**src/rtl/cond_unit_it.sv**
```systemverilog
// Registered N/Z/C/V condition unit with gated PCSrc/RegWrite/MemWrite and an IT-block sequencer.
// Define COND_UNIT_IT_EN to build the IT sequencer; without it every instruction is evaluated on Cond.
module cond_unit_it #(
    parameter  int IT_DEPTH = 4,
    localparam int LW       = $clog2(IT_DEPTH + 1),
    localparam int MW       = (IT_DEPTH > 1) ? IT_DEPTH - 1 : 1
) (
    input  logic          CLK,
    input  logic          Reset_n,
    input  logic          InstrValid,
    input  logic [3:0]    Cond,
    input  logic [3:0]    ALUFlags,
    input  logic [1:0]    FlagW,
    input  logic          PCS,
    input  logic          RegW,
    input  logic          MemW,
    input  logic          ITStart,
    input  logic [3:0]    ITFirstCond,
    input  logic [MW-1:0] ITMask,
    input  logic [LW-1:0] ITLen,
    output logic          PCSrc,
    output logic          RegWrite,
    output logic          MemWrite,
    output logic          CondEx,
    output logic [3:0]    Flags,
    output logic          InIT,
    output logic [LW-1:0] ITRemain,
    output logic          ITError
);

    function automatic logic cond_eval(input logic [3:0] c, input logic [3:0] f);
        logic n, z, cf, v;
        logic res;
        n  = f[3];
        z  = f[2];
        cf = f[1];
        v  = f[0];
        case (c)
            4'h0:    res = z;
            4'h1:    res = ~z;
            4'h2:    res = cf;
            4'h3:    res = ~cf;
            4'h4:    res = n;
            4'h5:    res = ~n;
            4'h6:    res = v;
            4'h7:    res = ~v;
            4'h8:    res = cf & ~z;
            4'h9:    res = ~cf | z;
            4'hA:    res = (n == v);
            4'hB:    res = (n != v);
            4'hC:    res = ~z & (n == v);
            4'hD:    res = z | (n != v);
            4'hE:    res = 1'b1;
            default: res = 1'b0;
        endcase
        return res;
    endfunction

    logic [3:0] flags_q, flags_d;
    logic       cond_ex;
    // High for the IT instruction itself: it passes but must not write anything.
    logic       suppress;

`ifdef COND_UNIT_IT_EN
    typedef enum logic {
        ST_IDLE,
        ST_ACTIVE
    } state_t;

    state_t        state_q, state_d;
    logic [3:0]    first_q, first_d;
    logic [MW-1:0] mask_q, mask_d;
    logic [LW-1:0] len_q, len_d;
    logic [LW-1:0] remain_q, remain_d;
    logic [LW-1:0] slot_idx;
    logic [3:0]    slot_cond;
    logic          len_ok;
    logic          it_error;
    logic [3:0]    slot_cond_arr [IT_DEPTH];

    // Slot k>=1 flips the low condition bit on an 'else' mask bit; an AL block stays AL throughout.
    assign slot_cond_arr[0] = first_q;
    generate
        for (genvar gi = 1; gi < IT_DEPTH; gi++) begin : g_slot
            assign slot_cond_arr[gi] = (first_q == 4'hE) ? 4'hE
                                     : {first_q[3:1], mask_q[gi-1] ? first_q[0] : ~first_q[0]};
        end
    endgenerate

    assign slot_idx = len_q - remain_q;
    assign len_ok   = (ITLen != '0) && (ITLen <= LW'(IT_DEPTH));

    always_comb begin
        slot_cond = first_q;
        for (int i = 0; i < IT_DEPTH; i++) begin
            if (slot_idx == LW'(i)) begin
                slot_cond = slot_cond_arr[i];
            end
        end
    end

    always_comb begin
        state_d  = state_q;
        first_d  = first_q;
        mask_d   = mask_q;
        len_d    = len_q;
        remain_d = remain_q;
        cond_ex  = cond_eval(Cond, flags_q);
        suppress = 1'b0;
        it_error = 1'b0;
        case (state_q)
            ST_IDLE: begin
                if (ITStart) begin
                    cond_ex  = 1'b1;
                    suppress = 1'b1;
                    it_error = InstrValid & ~len_ok;
                    if (InstrValid && len_ok) begin
                        state_d  = ST_ACTIVE;
                        first_d  = ITFirstCond;
                        mask_d   = ITMask;
                        len_d    = ITLen;
                        remain_d = ITLen;
                    end
                end
            end
            ST_ACTIVE: begin
                // A nested IT is rejected but still consumes its slot.
                cond_ex  = ITStart ? 1'b0 : cond_eval(slot_cond, flags_q);
                it_error = InstrValid & ITStart;
                if (InstrValid) begin
                    remain_d = remain_q - LW'(1);
                    if ((remain_q == LW'(1)) || (PCS && cond_ex)) begin
                        state_d  = ST_IDLE;
                        remain_d = '0;
                    end
                end
            end
            default: begin
                state_d = ST_IDLE;
            end
        endcase
    end

    always_ff @(posedge CLK or negedge Reset_n) begin
        if (!Reset_n) begin
            state_q  <= ST_IDLE;
            first_q  <= '0;
            mask_q   <= '0;
            len_q    <= '0;
            remain_q <= '0;
        end else begin
            state_q  <= state_d;
            first_q  <= first_d;
            mask_q   <= mask_d;
            len_q    <= len_d;
            remain_q <= remain_d;
        end
    end

    assign InIT     = (state_q == ST_ACTIVE);
    assign ITRemain = remain_q;
    assign ITError  = it_error;
`else
    logic unused_it;

    assign unused_it = ^{ITStart, ITFirstCond, ITMask, ITLen};
    assign cond_ex   = cond_eval(Cond, flags_q);
    assign suppress  = 1'b0;
    assign InIT      = 1'b0;
    assign ITRemain  = '0;
    assign ITError   = 1'b0;
`endif

    always_comb begin
        flags_d = flags_q;
        if (InstrValid && cond_ex && !suppress) begin
            if (FlagW[1]) begin
                flags_d[3:2] = ALUFlags[3:2];
            end
            if (FlagW[0]) begin
                flags_d[1:0] = ALUFlags[1:0];
            end
        end
    end

    always_ff @(posedge CLK or negedge Reset_n) begin
        if (!Reset_n) begin
            flags_q <= '0;
        end else begin
            flags_q <= flags_d;
        end
    end

    assign CondEx   = cond_ex;
    assign Flags    = flags_q;
    assign PCSrc    = PCS  & cond_ex & InstrValid & ~suppress;
    assign RegWrite = RegW & cond_ex & InstrValid & ~suppress;
    assign MemWrite = MemW & cond_ex & InstrValid & ~suppress;

endmodule

```
**config.mk**
```make
export PLATFORM = sky130hd
export DESIGN_NAME = cond_unit_it
export DESIGN_NICKNAME = d
export VERILOG_FILES = /design/src/rtl/cond_unit_it.sv
export SDC_FILE = /design/constraint.sdc
export NUM_CORES = 1
export LEC_CHECK = 0
export ABC_CLOCK_PERIOD_IN_PS = 2600
export CAP_MARGIN = 5
export CORE_UTILIZATION = 31
export CTS_CLUSTER_DIAMETER = 150
export CTS_CLUSTER_SIZE = 16
export DETAILED_ROUTE_END_ITERATION = 12
export PLACE_DENSITY_LB_ADDON = 0.25
export SETUP_SLACK_MARGIN = 0.02
export SLEW_MARGIN = 20
export SYNTH_ARGS = -nofsm -noshare
export SYNTH_HDL_FRONTEND = slang
export SYNTH_SLANG_ARGS = --single-unit
```
**constraint.sdc**
```tcl
create_clock -name CLK -period 2.6 [get_ports CLK]
set_clock_uncertainty 0.1 [all_clocks]
set_input_delay 0.52 -clock CLK [delete_from_list [all_inputs] [get_ports CLK]]
set_output_delay 0.52 -clock CLK [all_outputs]
set_load 0.1 [all_outputs]
```
==> results of run 1 <==
-- cell usage in the layout, fill, tap and decap left out, types with 3 or more instances in the layout --
master / Yosys / layout
inv_1: 4 / 4
conb_1: 1 / 5
clkdlybuf4s50_1: 0 / 11
mux2_1: 4 / 4
buf_6: 0 / 3
a211oi_2: 2 / 3
buf_4: 5 / 20
clkbuf_4: 0 / 3
clkbuf_2: 0 / 3
buf_12: 0 / 4
and2_4: 0 / 3
dfrtp_2: 0 / 3
nand2_1: 4 / 4
nand2b_4: 0 / 3
-- logic make-up after synthesis --
kind of cell / count (synthesis) / share of synthesized area (%)
xor+xnor: 2 / 3.744
mux: 5 / 11.76
buf+inv: 10 / 12.30
compound gates: 14 / 30.75
simple gates: 16 / 19.25
other cells: 1 / 0.8014
flops: 4 / 21.39
-- cell usage after synthesis (all sizes together) --
master   count  area (um2)
a22oi        1       12.51
or3b         2       17.52
nand3        1       5.000
nand2        4       15.01
a221oi       1       26.28
nor2         2       7.510
mux2         4       45.04
dfrtp        4       100.1
and2b        1       7.510
and2         3       18.77
conb         1       3.750
o221ai       1       8.760
o2111ai      1       8.760
a21oi        2       10.01
o31ai        1       7.510
mux2i        1       10.01
o22ai        1       6.260
a31oi        1       12.51
a211oi       3       32.53
inv          4       15.01
buf          6       42.54
a41o         1       10.01
nand2b       3       18.77
o21ai        1       8.760
xnor2        2       17.52
-- through the flow --
| step | hold WS (ns) | setup TNS (ns) | setup WS (ns) |
|---|---|---|---|
| 2_1_floorplan | 0.1244 | 0 | 0.03321 |
| 3_3_place_gp | 0.4582 | -1.918 | -0.3941 |
| 3_5_place_dp | 0.4600 | -2.236 | -0.4436 |
| 4_1_cts | 0.3893 | -0.1433 | -0.04952 |
| 5_1_grt | 0.3922 | -0.1886 | -0.06917 |
| 6_report | 0.3896 | 0 | 0.01127 |
-- final cells by class --
type	instances	area share (%)
Multi-Input combinational cell	42	43.77
Timing Repair Buffer	41	39.57
Sequential cell	4	10.94
Clock buffer	3	2.290
Tap cell	15	1.908
Inverter	4	1.527
-- how the worst max path moves through the flow --
stage	from	slack [ns]	cells after the start	endpoint
finish	Flags[2]$_DFFE_PN0P_	0.01	6	MemWrite
global route	Flags[2]$_DFFE_PN0P_	-0.07	6	MemWrite
CTS	Flags[2]$_DFFE_PN0P_	-0.05	6	MemWrite
detailed placement	Cond[3]	-0.44	7	MemWrite
global placement	Cond[3]	-0.39	7	MemWrite
floorplan	Flags[2]$_DFFE_PN0P_	0.03	5	MemWrite
-- where the power goes --
| part | switching [uW] | internal (uW) | total (uW) |
|---|---|---|---|
| clock | 22.1 | 51.4 | 73.5 |
| combinational | 397 | 213 | 611 |
| sequential | 36.8 | 91.6 | 128 |
| total | 456 | 356 | 813 |
-- layer usage --
metal,vias up,global-route usage (%)
met5,-,0
met4,0,15.00
met3,4,5.435
met2,20,32.03
met1,251,23.36
li1,265,-
-- what timing repair did --
item | CTS | global route
setup endpoints to repair | 4 | 4
buffers inserted | 2 | 3
resized for setup | 15 | 15
pin swaps | 6 | 11
gates cloned | 0 | 0
-- worst reg2reg max path: stages, from the launching register on --
cell and delay [ns]:
dfrtp_4 0.48, or3b_4 0.39, o21ai_4 0.09, a22oi_2 0.11, buf_4 0.17, a211oi_2 0.31, mux2_1 0.36
==> results.md, run 1 <==
- Seq/Total Area, Yosys: between 20% and 30%
- Final core utilization: between 70% and 80%
- Critical-path maximum fanout: 3
- Initial DRC count: 14
- CP Class: flop to output pin
- Crit path largest cell delay: about 0.48 ns
- Outcome: complete, no violations
- Drt wl/cell: between 10 and 15 um
- Worst min-delay path class: input pin to async pin
- H-tree levels: 1
- IO Port Bufs: 23
- Metal2 WL: 695 um
- Core Footprint: around 0.0014 mm2
- Cell Area, Synth: ~470 um2
- Antenna diodes: 0
- Final setup viols: 0
- Fillers: about 110
- Cts hold-fix bufs: 0
- Startpoint type of the worst setup path: flop
- First-pass iteration count of the detailed router: 2
- Longest Clk Path Bufs: 2
- Worst Path Buf+Inv: 1
- Row count: 13
- Reg area: 107.6 um2
- Mean Syn Cell Area: between 8 and 9 um2
- Synthesis-stage register bit count: 4
- Final Cell Area: 983.4 um2
- CTS root buf: clkbuf_4
- Share of layout cells above drive strength 1: between 60% and 70%
- CTS buffer count: 3
- Fmax: around 390 MHz
- First-pass GRT wire length: between 2000 and 2500 um
- Die ar.: approximately 0.0017 mm2
- Final GP Congestion: between 0.7 and 0.8
- Largest vdd supply drop: just under 0.0005 V
- Die X: slightly above 40 um
- RR Endpoint: Flags[2]$_DFFE_PN0P_
- Routed met3 length: roughly 71 um
- Number of global-route vias before repair: ~500
- Worst skew pair latency: ~0.23 ns
- Final period utilization: between 90% and 100%
- Post-DRT Antenna Nets: 0
- # IOs: 40
- Required time worst endpoint: 1.98 ns
- CP arrival: between 1.5 and 2 ns
- Pins Over Slew Limit: 0
- Antenna violations before repair: 0
- Max reg flops: 4
- Top layer in use: met4
- CP endpoint kind: output pin
- Layout Area Growth over Synthesis: 110.2%
- Placed wire-length estimate: between 900 and 1000 um
- Hold Vio Cnt, Final: 0
- Final #Nets: 123
- Clock Sink Count: 4
- Dpl cells: 101
- Die Y: 40.85 um
- Global Route Usage Sum: around 20%
- Worst R2R Start: Flags[2]$_DFFE_PN0P_
- Vias: between 500 and 600
- Final min period: between 2 and 3 ns
- Pleak: between 0.0004 and 0.0005 uW
- Met1 WL: just under 600 um
- Finished Layout Cells: roughly 110
- CP max stage cell: dfrtp_4
- Multi-input logic area: approximately 430 um2
- Clock slew seen by the registers of the worst setup and hold paths: about 0.030 ns
- Yosys warnings: 0
- RSZ-0062 raised after global routing: yes
- CTS tree: done
- Crit-path cells: or3b_4 -> o21ai_4 -> a221oi_4 -> a211oi_2 -> and2_4 -> buf_12
- Max-cap violations: 0
- DR vias/cell: roughly 5.0
- Placed instance area: between 800 and 900 um2
- Distinct cells, synth: 27
- Register-to-Register Path Depth: 6
- CP top delay family: simple AND/OR/NAND/NOR gates
- Pwr Total: between 800 and 900 uW
- Cell count after synthesis: 52
- Initial Util: between 30% and 40%
- Drt drc: 0
- Largest net degree at the start of global routing: 8
- Final wirelength: ~1400 um
- Gr ovfl total: 0
- Power Density: 826.3 mW/mm2
- Reg2reg setup slack: ~0.47 ns
(Power assumes the default switching activity.)
==> run 2, diff against run 1 <==
- CORE_UTILIZATION: 31 -> 30
- GPL_TIMING_DRIVEN: unset -> 0
==> run 2 against run 1 <==
The flow now finishes with violations (negative setup slack). Via count decreased by 1.3%. Power is 3.7% lower. Utilization fell by 8.7 points. Sequential power is essentially flat. Clock power increased by 6.7%. Largest cell class unchanged. Highest routed layer unchanged.
==> results.md, run 2 (synthesized netlist as in run 1, its figures left out) <==
- Initial Util: 33.85% (was 34.66%)
- Pins Over Slew Limit: 0 (unchanged)
- Max reg flops: 4 (unchanged)
- Antenna violations before repair: 0 (unchanged)
- Fmax: 369.9 MHz (was 386.3 MHz)
- CP endpoint kind: output pin (unchanged)
- Crit-path cells: or3b_4 -> o21ai_4 -> a22oi_2 -> a211oi_2 -> and2_4 -> buf_12 (was or3b_4 -> o21ai_4 -> a221oi_4 -> a211oi_2 -> and2_4 -> buf_12)
- Layout Area Growth over Synthesis: 89.57% (was 110.2%)
- Worst-Margin Slew: between 0.9 and 1 ns
- Longest Clk Path Bufs: 2 (unchanged)
- Max-cap violations: 0 (unchanged)
- Largest net degree at the start of global routing: 10 (was 8)
- Final core utilization: 64.16% (was 72.85%)
- CP top delay family: simple AND/OR/NAND/NOR gates (unchanged)
- Failing checks: negative setup slack
- Crit path largest cell delay: 0.49 ns (was 0.48 ns)
- Setup TNS: -0.2827 ns (was 0 ns)
- Commonest non-fill, non-tap cells in the layout: clkdlybuf4s50_1, buf_4, conb_1 (was buf_4, clkdlybuf4s50_1, conb_1)
- Placed wire-length estimate: 860.9 um (was 993 um)
- Clock slew seen by the registers of the worst setup and hold paths: 0.04 ns (was 0.03 ns)
- Final period utilization: 104.0% (was 99.57%)
- PnR worst setup slack: -0.1034 ns (was 0.01127 ns)
- Antenna diodes: 0 (unchanged)
- Hold Vio Cnt, Final: 0 (unchanged)
- Pleak: 0.0003770 uW (was 0.0004324 uW)
- Outcome: finished, violations left (was complete, no violations)
- Commonest non-fill, non-tap cell in the layout: clkdlybuf4s50_1 (was buf_4)
- DR vias/cell: 5.125 (was 4.954)
- Pwr Total: 782.6 uW (was 812.6 uW)
- Max_slew headroom: a little over a third
- Largest vdd supply drop: 0.0006463 V (was 0.0004864 V)
- First-pass iteration count of the detailed router: 4 (was 2)
- Dpl cells: 93 (was 101)
- IO Port Bufs: 22 (was 23)
- Share of layout cells above drive strength 1: 48.31% (was 60.64%)
- CP Class: flop to output pin (unchanged)
- Global Route Usage Sum: 17.91% (was 20.38%)
- Number of global-route vias before repair: 508 (was 497)
- Worst Path Buf+Inv: 1 (unchanged)
- # IOs: 40 (unchanged)
- H-tree levels: 1 (unchanged)
- CTS root buf: clkbuf_4 (unchanged)
- Initial DRC count: 3 (was 14)
- CP arrival: 2.08 ns (was 1.97 ns)
- Final wirelength: 1407 um (was 1387 um)
- CP max stage cell: dfrtp_4 (unchanged)
- Post-DRT Antenna Nets: 0 (unchanged)
- Final #Nets: 118 (was 123)
- Power Density: 882.2 mW/mm2 (was 826.3 mW/mm2)
- Final min period: 2.703 ns (was 2.589 ns)
- Final setup viols: 3 (was 0)
- Worst min-delay path class: input pin to async pin (unchanged)
- Clock Sink Count: 4 (unchanged)
- Required time worst endpoint: 1.98 ns (about the same)
- Reg area: 107.6 um2 (unchanged)
- Gr ovfl total: 0 (unchanged)
- Die ar.: 0.001722 mm2 (was 0.001669 mm2)
- Core Footprint: 0.001383 mm2 (was 0.001350 mm2)
- Drt wl/cell: 13.53 um (was 12.72 um)
- Vias: 533 (was 540)
- First-pass GRT wire length: 2304 um (was 2118 um)
- Finished Layout Cells: 104 (was 109)
- Die Y: 41.50 um (was 40.85 um)
- Multi-input logic area: 376.6 um2 (was 430.4 um2)
- Startpoint type of the worst setup path: flop (unchanged)
- Worst skew pair latency: 0.24 ns (was 0.23 ns)
- CTS buffer count: 3 (unchanged)
- Fillers: 117 (was 108)
- Die X: 41.50 um (was 40.85 um)
- CTS tree: done (unchanged)
- Row count: 13 (unchanged)
- Final GP Congestion: 0.7442 (was 0.7748)
- RSZ-0062 raised after global routing: yes (unchanged)
- Drt drc: 0 (unchanged)
- Critical-path maximum fanout: 4 (was 3)
-- run 2: cell count changes in the layout (fill, tap and decap cells not counted), moves of 2 or more --
cell	before	now
nand2b_1	0	3
buf_2	0	4
nand2b_4	3	0
buf_6	3	1
clkbuf_2	3	0
buf_4	20	12
clkdlybuf4s50_1	11	15
-- run 2: what timing repair did --
action,CTS,global route
hold buffers,0,0
endpoints found under the setup margin,4,4
buffers inserted,4,4
resized for setup,44,10
pin swaps,4,7
-- run 2: layout make-up --
cell class	count	share of cell area, %
flip-flops and latches	4	12.13
clock buffers	3	2.539
repair buffers	30	34.27
well taps	15	2.116
plain buffers	6	4.795
multi-input cells	42	42.45
inverters	4	1.693
-- run 2: layer usage --
metal	global-route usage [%]	up-vias	routed length (um)
met3	4.348	8	87
met4	14.19	0	70
met2	29.38	24	708
met5	0	-	0
li1	-	254	-
met1	19.41	247	541
-- run 2: path summary, 6_finish.rpt --
path / startpoint / end / slack [ns] / depth (start not counted)
setup / recovery: Flags[2]$_DFFE_PN0P_ / RegWrite / -0.10 / 6
hold / removal: Reset_n / Flags[1]$_DFFE_PN0P_ / 0.38 / 1
hold reg to reg: Flags[0]$_DFFE_PN0P_ / Flags[0]$_DFFE_PN0P_ / 0.47 / 1
setup reg to reg: Flags[2]$_DFFE_PN0P_ / Flags[2]$_DFFE_PN0P_ / 0.21 / 8
min in group CLK: Flags[0]$_DFFE_PN0P_ / Flags[0]$_DFFE_PN0P_ / 0.47 / 1
max in group asynchronous: Reset_n / Flags[2]$_DFFE_PN0P_ / 1.84 / 1
-- run 2: report_power, final --
| group | internal (uW) | switching (uW) |
|---|---|---|
| Clock | 51.7 | 26.7 |
| Sequential | 91.6 | 38.5 |
| Combinational | 193 | 381 |
-- run 2: through the flow --
stage	setup slack (ns)	hold slack (ns)	area, um2
6_report	-0.1034	0.3780	887.1
3_5_place_dp	-1.451	0.4626	753.2
3_3_place_gp	-1.417	0.4555	753.2
5_1_grt	-0.1668	0.3797	887.1
4_1_cts	-0.09401	0.3732	837.1
2_1_floorplan	0.03321	0.1244	514.2
-- run 2: worst reg2reg max path: stages (launching register included) --
cell and delay [ns]:
dfrtp_4 0.49, or3b_4 0.40, o21ai_4 0.09, a22oi_2 0.12
buf_4 0.17, buf_4 0.13, buf_4 0.13, a211oi_2 0.29
mux2_1 0.36
==> run 3, diff against run 2 <==
- ABC_AREA: unset -> 1
- SLEW_MARGIN: 20 -> unset
==> run 3 against run 2 <==
Critical endpoint is now PCSrc. Highest routed layer is now met3. The flow now finishes without violations. Count of clock-buffer cells in the layout is the same. Cell count grew 23%. Die area shrank 1.8%. Non-clock buffer count shrank 8. Design area shrank 5.9%.
==> results.md, run 3 <==
- Leading area contributor after synthesis: nand2_1 (was dfrtp_1)
- Final #Nets: 142 (was 118)
- Yosys top cell area share: 26.98% (was 21.39%)
- Critical-path maximum fanout: 8 (was 4)
- Number of global-route vias before repair: 535 (was 508)
- Global Route Usage Sum: 16.29% (was 17.91%)
- Pleak: 0.0004272 uW (was 0.0003770 uW)
- Max-cap violations: 0 (unchanged)
- Worst skew pair latency: 0.22 ns (was 0.24 ns)
- CP endpoint kind: output pin (unchanged)
- First-pass iteration count of the detailed router: 4 (unchanged)
- DR vias/cell: 4.602 (was 5.125)
- H-tree levels: 1 (unchanged)
- # IOs: 40 (unchanged)
- Final setup viols: 0 (was 3)
- CP Class: input pin to output pin (was flop to output pin)
- Placed instance area: 774.5 um2 (was 753.2 um2)
- Worst-Margin Slew: 0.9734 ns (was 0.9763 ns)
- Post-CTS sizing: 43 (was 44)
- Cts hold-fix bufs: 0 (unchanged)
- Max reg flops: 4 (unchanged)
- Clock Sink Count: 4 (unchanged)
- RSZ-0062 raised after global routing: no (was yes)
- First-pass GRT wire length: 1869 um (was 2304 um)
- Number of flops mapped to enable cells by yosys: 0 (unchanged)
- Cell count after synthesis: 83 (was 52)
- Synth async-reset ratio: 100.0% (unchanged)
- Final GP Congestion: 0.7277 (was 0.7442)
- Placed wire-length estimate: 1001 um (was 860.9 um)
- CTS buffer count: 3 (unchanged)
- Initial Util: 33.61% (was 33.85%)
- Pins Over Slew Limit: 0 (unchanged)
- CTS root buf: clkbuf_4 (unchanged)
- Layout Area Growth over Synthesis: 81.74% (was 89.57%)
- Clock slew seen by the registers of the worst setup and hold paths: 0.04 ns (about the same)
- Final wirelength: 1202 um (was 1407 um)
- Worst R2R Start: Flags[0]$_DFFE_PN0P_ (was Flags[2]$_DFFE_PN0P_)
- Gr ovfl total: 0 (unchanged)
- Commonest non-fill, non-tap cell in the layout: nand2_1 (was clkdlybuf4s50_1)
- Initial DRC count: 4 (was 3)
- Distinct cells, synth: 13 (was 27)
- Hold Vio Cnt, Final: 0 (unchanged)
- Final min period: 2.481 ns (was 2.703 ns)
- IO Port Bufs: 23 (was 22)
- Commonest non-fill, non-tap cells in the layout: nand2_1, clkdlybuf4s50_1, inv_1 (was clkdlybuf4s50_1, buf_4, conb_1)
- Die Y: 41.13 um (was 41.50 um)
- Share of layout cells above drive strength 1: 25.66% (was 48.31%)
- Main synth FF type: dfrtp_1 (unchanged)
- # Post-CTS Setup Buffers: 0 (was 4)
- Antenna diodes: 0 (unchanged)
- Drt drc: 0 (unchanged)
- Mean Syn Cell Area: 5.532 um2 (was 8.999 um2)
- Fmax: 403.0 MHz (was 369.9 MHz)
- Die ar.: 0.001691 mm2 (was 0.001722 mm2)
- Worst min-delay path class: input pin to async pin (unchanged)
- Area contributors post-synth: nand2_1, dfrtp_1, inv_1, buf_4, nor2_1 (was dfrtp_1, mux2_1, buf_4, a221oi_4, a211oi_2)
- CP arrival: 1.86 ns (was 2.08 ns)
- Setup TNS: 0 ns (was -0.2827 ns)
- Post-DRT Antenna Nets: 0 (unchanged)
- Launch point of the worst path: Cond[3] (was Flags[2]$_DFFE_PN0P_)
- Synthesis-stage register bit count: 4 (unchanged)
- Antenna violations before repair: 0 (unchanged)
- Startpoint type of the worst setup path: input pin (was flop)
- Largest net degree at the start of global routing: 9 (was 10)
- Most common cell in the synthesized netlist: nand2_1 (was buf_4)
- Register-to-Register Path Depth: 10 (was 8)
- Final Cell Area: 834.6 um2 (was 887.1 um2)
- Die X: 41.13 um (was 41.50 um)
- Final period utilization: 95.44% (was 104.0%)
- Power Density: 1017 mW/mm2 (was 882.2 mW/mm2)
- Outcome: complete, no violations (was finished, violations left)
- Drt wl/cell: 9.391 um (was 13.53 um)
- CTS tree: done (unchanged)
- Longest Clk Path Bufs: 2 (unchanged)
- Yosys warnings: 0 (unchanged)
- Core Footprint: 0.001366 mm2 (was 0.001383 mm2)
- Cell Area, Synth: 459.2 um2 (was 467.9 um2)
- Max_slew headroom: 34.90% (was 34.71%)
- Row count: 13 (unchanged)
- Post-synth top cells: nand2_1, inv_1, nor2_1, nand3_1, buf_4 (was buf_4, dfrtp_1, inv_1, mux2_1, nand2_1)
- Seq/Total Area, Yosys: 21.80% (was 21.39%)
- Largest vdd supply drop: 0.0008276 V (was 0.0006463 V)
- Required time worst endpoint: 1.98 ns (about the same)
- Vias: 589 (was 533)
[run 3: logic make-up after synthesis]
logic type	count (synthesis)	share of synthesized area, %
DFF	4	21.80
buffers and inverters	18	18.80
other	1	0.8167
and+or+nand+nor	58	56.40
AOI/OAI and AO/OA	2	2.180
[run 3: area by class of cell]
class | count | area (um2)
Tap cell | 15 | 18.77
Fill cell | 137 | 531.8
Multi-Input combinational cell | 65 | 341.6
Timing Repair Buffer | 23 | 252.7
Buffer | 5 | 37.54
Sequential cell | 4 | 112.6
Inverter | 13 | 48.80
Clock buffer | 3 | 22.52
[run 3: metal layers]
| metal | global-route usage (%) | up-vias | wire length (um) |
|---|---|---|---|
| met5 | 0 | - | 0 |
| met4 | 2.419 | 0 | 0 |
| met3 | 1.630 | 0 | 66 |
| met2 | 33.59 | 22 | 643 |
| met1 | 17.53 | 260 | 492 |
| li1 | - | 307 | - |
[run 3: through the flow]
stage | utilization (%) | hold slack (ns) | cells | setup WS, ns | power (uW)
finish | 61.08 | 0.4013 | 128 | 0.1185 | 848.3
global route | 61.08 | 0.4047 | 128 | 0.02010 | 902.6
CTS | 61.08 | 0.4043 | 128 | 0.1332 | 854.6
detailed placement | 56.68 | 0.4464 | 125 | -1.033 | 761.2
global placement | 56.68 | 0.4283 | 125 | -1.029 | 756.8
floorplan | - | 0.1244 | 87 | 0.02996 | 620.4
[run 3: worst max-delay path, cell delays in order]
cell and delay [ns]:
dlygate4sd2_1 0.27, inv_1 0.10, nor2_2 0.12, nand3_1 0.08, nand2_1 0.06, nand2_1 0.05
nand2_1 0.10, nor2_4 0.06, nand2_8 0.08, nand2_4 0.08, nor2_4 0.16, buf_12 0.18
[run 3: final timing paths]
kind                                             end  slack [ns]
worst min-delay path            Flags[1]$_DFFE_PN0P_        0.40
worst min register to register  Flags[2]$_DFFE_PN0P_        0.44
max in group asynchronous       Flags[0]$_DFFE_PN0P_        1.81
worst max register to register  Flags[0]$_DFFE_PN0P_        1.04
worst max-delay path                           PCSrc        0.12
min in group CLK                Flags[2]$_DFFE_PN0P_        0.44
[run 3: where the power goes]
group / internal [uW] / leakage [uW] / total [uW] / switching, uW
clock network: 51.3 / 0.0000138 / 71.6 / 20.3
logic: 159 / 0.000369 / 632 / 473
registers: 107 / 0.0000448 / 145 / 37.2
